$ cat src/rtl/conv_pkg.sv
// Shared types and constants for the 3x3 convolution datapath.
// Window element index is r*3+c, r=0 top row and c=0 left column.
package conv_pkg;

  localparam int unsigned COLOUR_DEPTH = 8;
  localparam int unsigned KERNAL_SIZE  = 9;

  typedef logic [COLOUR_DEPTH-1:0] pixel_t;
  typedef pixel_t window_t [KERNAL_SIZE];

  typedef enum logic [1:0] {
    FILL,
    STREAM,
    FLUSH
  } state_t;

endpackage

$ cat src/rtl/conv_line_buffer.sv
// One image line of pixel storage: write on enable, read returns the pre-write contents.
module conv_line_buffer #(
  parameter int unsigned DEPTH = 64,
  parameter int unsigned WIDTH = 8,
  parameter int unsigned AW    = $clog2(DEPTH)
) (
  input  logic             clk,
  input  logic             i_en,
  input  logic [AW-1:0]    i_addr,
  input  logic [WIDTH-1:0] i_wdata,
  output logic [WIDTH-1:0] o_rdata
);

  logic [WIDTH-1:0] r_mem [DEPTH];

  // Contents are deliberately not reset; callers never consume unwritten entries.
  assign o_rdata = r_mem[i_addr];

  always_ff @(posedge clk) begin
    if (i_en) begin
      r_mem[i_addr] <= i_wdata;
    end
  end

endmodule

$ cat src/rtl/conv_window_gen.sv
// Raster pixel stream in, fully populated 3x3 windows out (interior only, no padding).
// Two line buffers supply the upper rows; a 3-column shift register assembles the window.
module conv_window_gen #(
  parameter int unsigned KERNAL_WIDTH  = 3,
  parameter int unsigned KERNAL_HEIGHT = 3,
  parameter int unsigned COLOUR_DEPTH  = 8,
  parameter int unsigned IMG_WIDTH     = 64,
  parameter int unsigned IMG_HEIGHT    = 64
) (
  input  logic                    clk,
  input  logic                    reset,
  input  logic                    s_valid,
  output logic                    s_ready,
  input  logic [COLOUR_DEPTH-1:0] s_pixel,
  output logic                    m_valid,
  input  logic                    m_ready,
  output logic [COLOUR_DEPTH-1:0] data_mat [8:0],
  output logic                    m_last,
  output logic                    frame_done
);
  import conv_pkg::*;

  localparam int unsigned CW = $clog2(IMG_WIDTH);
  localparam int unsigned RW = $clog2(IMG_HEIGHT);
  localparam logic [CW-1:0] COL_LAST = CW'(IMG_WIDTH - 1);
  localparam logic [RW-1:0] ROW_LAST = RW'(IMG_HEIGHT - 1);

  if (KERNAL_WIDTH != 3 || KERNAL_HEIGHT != 3) begin : g_bad_kernel
    $error("conv_window_gen: only a 3x3 kernel is supported");
  end
  if (IMG_WIDTH < 3 || IMG_HEIGHT < 3) begin : g_bad_image
    $error("conv_window_gen: image must be at least 3x3");
  end

  state_t                  r_state;
  state_t                  w_state_next;
  logic [CW-1:0]           r_col;
  logic [RW-1:0]           r_row;
  logic [COLOUR_DEPTH-1:0] r_win [8:0];
  logic [COLOUR_DEPTH-1:0] w_win [8:0];
  logic [COLOUR_DEPTH-1:0] r_mat [8:0];
  logic                    r_m_valid;
  logic                    r_m_last;
  logic                    r_frame_done;
  logic [COLOUR_DEPTH-1:0] w_lb0_rd;
  logic [COLOUR_DEPTH-1:0] w_lb1_rd;
  logic                    w_accept;
  logic                    w_xfer;
  logic                    w_col_end;
  logic                    w_row_end;
  logic                    w_load;
  logic                    w_frame_end;

  assign w_accept    = s_valid && s_ready;
  assign w_xfer      = r_m_valid && m_ready;
  assign w_col_end   = (r_col == COL_LAST);
  assign w_row_end   = (r_row == ROW_LAST);
  assign w_load      = w_accept && (r_state == STREAM) && (r_row >= RW'(2)) && (r_col >= CW'(2));
  assign w_frame_end = w_accept && (r_state == STREAM) && w_col_end && w_row_end;

  // Gated by reset so the source sees no readiness while the block is held in reset.
  assign s_ready = reset && (r_state != FLUSH) && (!r_m_valid || m_ready);

  assign m_valid    = r_m_valid;
  assign m_last     = r_m_last;
  assign frame_done = r_frame_done;
  assign data_mat   = r_mat;

  // lb0 holds the previous line, lb1 the line before that; lb1 is fed from lb0's old value.
  conv_line_buffer #(
    .DEPTH (IMG_WIDTH),
    .WIDTH (COLOUR_DEPTH),
    .AW    (CW)
  ) u_lb0 (
    .clk     (clk),
    .i_en    (w_accept),
    .i_addr  (r_col),
    .i_wdata (s_pixel),
    .o_rdata (w_lb0_rd)
  );

  conv_line_buffer #(
    .DEPTH (IMG_WIDTH),
    .WIDTH (COLOUR_DEPTH),
    .AW    (CW)
  ) u_lb1 (
    .clk     (clk),
    .i_en    (w_accept),
    .i_addr  (r_col),
    .i_wdata (w_lb0_rd),
    .o_rdata (w_lb1_rd)
  );

  always_comb begin
    for (int r = 0; r < 3; r++) begin
      w_win[r*3]     = r_win[r*3+1];
      w_win[r*3+1]   = r_win[r*3+2];
    end
    w_win[2] = w_lb1_rd;
    w_win[5] = w_lb0_rd;
    w_win[8] = s_pixel;
  end

  always_comb begin
    w_state_next = r_state;
    unique case (r_state)
      FILL:    if (w_accept && w_col_end && (r_row == RW'(1))) w_state_next = STREAM;
      STREAM:  if (w_frame_end) w_state_next = FLUSH;
      FLUSH:   if (w_xfer && r_m_last) w_state_next = FILL;
      default: w_state_next = FILL;
    endcase
  end

  always_ff @(posedge clk or negedge reset) begin
    if (!reset) begin
      r_state      <= FILL;
      r_col        <= '0;
      r_row        <= '0;
      r_m_valid    <= 1'b0;
      r_m_last     <= 1'b0;
      r_frame_done <= 1'b0;
      for (int i = 0; i < 9; i++) begin
        r_win[i] <= '0;
        r_mat[i] <= '0;
      end
    end else begin
      r_state      <= w_state_next;
      r_frame_done <= w_xfer && r_m_last;
      if (w_accept) begin
        r_win <= w_win;
        if (w_col_end) begin
          r_col <= '0;
          r_row <= w_row_end ? '0 : r_row + 1'b1;
        end else begin
          r_col <= r_col + 1'b1;
        end
      end
      // A load can only occur when the held window is free or leaving this cycle.
      if (w_load) begin
        r_mat     <= w_win;
        r_m_valid <= 1'b1;
        r_m_last  <= w_frame_end;
      end else if (w_xfer) begin
        r_m_valid <= 1'b0;
        r_m_last  <= 1'b0;
      end
    end
  end

endmodule

$ cat config.mk
export PLATFORM = sky130hd
export DESIGN_NAME = conv_window_gen
export DESIGN_NICKNAME = d
export VERILOG_FILES = /design/src/rtl/conv_pkg.sv /design/src/rtl/conv_line_buffer.sv /design/src/rtl/conv_window_gen.sv
export SDC_FILE = /design/constraint.sdc
export NUM_CORES = 1
export LEC_CHECK = 0
export ABC_AREA = 1
export CAP_MARGIN = 5
export CORE_MARGIN = 2
export CORE_UTILIZATION = 40
export DETAILED_ROUTE_END_ITERATION = 7
export SLEW_MARGIN = 5
export SYNTH_ARGS = -nofsm -noshare
export SYNTH_HDL_FRONTEND = slang
export SYNTH_HIERARCHICAL = 1
export SYNTH_SLANG_ARGS = --single-unit
$ cat constraint.sdc
create_clock -name clk -period 4.84 [get_ports clk]
set_input_delay 1.21 -clock clk [delete_from_list [all_inputs] [get_ports clk]]
set_output_delay 1.21 -clock clk [all_outputs]
set_load 0.01 [all_outputs]
==> impl_metrics.ini <==
[logic_synthesis]
postSynthAreaPerCell_um2 = 9.96
synth.cell_area_um2 = 49400
ys_warn_count = 6
ys.flop_type = edfxtp_1
synth_cells = 4963
yosys.cell_types.count = 30
ys_seq_elements = 1161
synth-edff-count = 1024
synth_fp_nets = 4980
async_flop_share = 0.118
yosysSeqAreaShare = 0.691

[critical_path]
path_max_fanout = 3
crit_buf_inv = 4
max_stage_delay_ns = 0.53
path_class = primary input to output pin
worstReg2RegEnd = u_lb1/r_mem[36][4]
crit_start = m_ready
crit_end = s_ready
cp_cell_sequence = clkdlybuf4s50_1 > inv_1 > nand2_1 > nand3_1 > inv_1 > clkdlybuf4s50_1
required_ns = 3.63
rr_worst_depth = 11
cp.arrival_ns = 2.60
end_kind = output pin
crit_slowest_cell = clkdlybuf4s50_1
worst-path-stages = 6
crit_family = buffers and inverters
start_kind = primary input
timing.rr.start = r_col[1]
reg2reg_slack_ns = 1.09

[timing]
slew_viol_final = 0
tns_ns = 0
slew_headroom = 0.201
hold_viol = 0
setup_viol = 0
rsz0062_at_grt = false
tightest_slew_ns = 1.20
min_period_ns = 3.81
timing.fmax_ghz = 0.262
setup_ws_ns = 1.03
skew_ns = 0.0269
period_share = 0.788

[power_and_ir_drop]
total_power_mw = 19.9
powerDensity_nw_per_um2 = 354
ir_drop_mv = 0.289
p_leak_nw = 23.8

[placement]
dp_slack_ns = 0.517
placed_cell_area_um2 = 52500
dp_hpwl_um = 76000
gp_congestion = 0.866
io_buffers = 87

[global_routing]
grt-ovfl-total = 0
grtUsageMet3 = 0.0366
grt_pass1_wl_um = 193000
use_met1 = 0.278
grt_pass1_vias = 32170
grt_max_degree = 218
grt-busiest-layer = met2
antenna_found_initial = 1
track_usage = 0.198
grtUsageMet2 = 0.315

[cts]
postCtsHoldBufs = 0
htreeDepth = 3
cts_tree = yes
post_cts_resized = 0
clkTransAtPathRegs_ns = 0.06
numCtsBuffers = 116
postCtsSetupRepairBufs = 0
cts_buffer_depth = 3
cts_sinks = 1161
clkLatencyLatePin_ns = 0.73
root_buffer = clkbuf_16

[final_layout]
multi_input_area_um2 = 13600
regArea_um2 = 34200
area_growth_pct = 14.0
fillCellCount = 11347
drive_above_1_share = 0.0807
fin_area_um2 = 56300
num_antenna_cells = 0
nNetsFinal = 5130
final_common_cell = nand2_1
final_cell_mix = nand2_1 (3084), edfxtp_1 (1024), nor2_1 (191), buf_4 (169), dfrtp_1 (134)

[routing]
routed_via_density = 4.93
ant_nets = 0
initialDrtViolationCount = 3494
dr.pass1.iters = 5
finalWirelength_um = 127000
remaining_drc_errors = 0
wire_per_inst_um = 18.5
via_count = 33738

[worst_hold_path]
worstHoldPathType = flop to flop

[floorplanning]
die_width_um = 356
dieHeight_um = 356
core_area_um2 = 122000
ioPinCount = 88
die_area_um2 = 126000
rows = 128
initial_utilization = 0.404

[run]
maxCapViolCount = 0

[run_status]
status = finished, final reports clean
cells in the mapped netlist (10+ instances only):
| cell type | n | area share |
|---|---|---|
| buf_1 | 10 | 0.00076 |
| inv_2 | 10 | 0.00076 |
| o21ai_0 | 10 | 0.0010 |
| nand2_1 | 3093 | 0.23 |
| buf_2 | 116 | 0.012 |
| dfrtp_1 | 137 | 0.069 |
| buf_6 | 38 | 0.0087 |
| nand3_1 | 113 | 0.011 |
| nor3_2 | 16 | 0.0032 |
| inv_1 | 62 | 0.0047 |
| clkbuf_1 | 54 | 0.0041 |
| o21ai_1 | 13 | 0.0013 |
| nor2_1 | 192 | 0.015 |
| edfxtp_1 | 1024 | 0.62 |
| o211ai_1 | 10 | 0.0015 |
| buf_4 | 19 | 0.0029 |
power by group:
part           switching (mW)  internal (mW)
Combinational           0.118         0.0109
Sequential                  0           10.8
Clock                    3.80           5.20
cell families after synthesis:
| logic type | after synthesis | synth area share |
|---|---|---|
| fa+ha+maj | 5 | 0.00127 |
| xor+xnor | 5 | 0.000886 |
| buf+inv | 311 | 0.0338 |
| compound gates | 35 | 0.00405 |
| simple gates | 3446 | 0.269 |
| flops | 1161 | 0.691 |
worst reg2reg max path: cells and delay by family, from the launching register on:
family | cells | cell delay (ns)
flip-flops | 1 | 0.78
buffers and inverters | 3 | 1.22
AND/OR/NAND/NOR | 8 | 1.49
layer usage:
metal,up-vias,share of wire,routed length (um)
li1,16301,-,-
met5,-,0.00012,15
met1,16150,0.44,56200
met3,169,0.072,9140
met2,1116,0.46,58400
met4,2,0.024,3000
area by class of cell:
class                      count  area share
sequential                  1161       0.607
multi-input combinational   3491       0.242
clock buffer                 150      0.0576
timing repair buffer         269      0.0419
tap                         1625      0.0361
clock inverter                69      0.0105
inverter                      74     0.00518
through the flow:
step	instances	hold WS [ns]	util
detailed placement	6620	0.459	0.430
CTS	6839	0.474	0.461
global placement	6620	0.462	0.430
global route	6839	0.483	0.461
finish	6839	0.469	0.461
floorplan	4963	0.450	-
sequential cells by signal, indices dropped and copies added, names as in the netlist:
name / flops
u_lb1/r_mem: 512
r_state: 2
u_lb0/r_mem: 512
r_row: 6
m_last: 1
frame_done: 1
data_mat: 72
r_win: 48
r_col: 6
m_valid: 1
how the worst min path moves through the flow:
stage / start / endpoint / slack (ns) / depth (start not counted)
2_1_floorplan: r_win[10] / r_win[10] / 0.45 / 2
3_3_place_gp: r_win[33] / r_win[33] / 0.46 / 2
3_5_place_dp: data_mat[28] / data_mat[28] / 0.46 / 2
4_1_cts: data_mat[28] / data_mat[28] / 0.47 / 2
5_1_grt: data_mat[68] / data_mat[68] / 0.48 / 2
6_report: data_mat[55] / data_mat[55] / 0.47 / 2
Note: power is estimated with default switching activity, not from simulation.
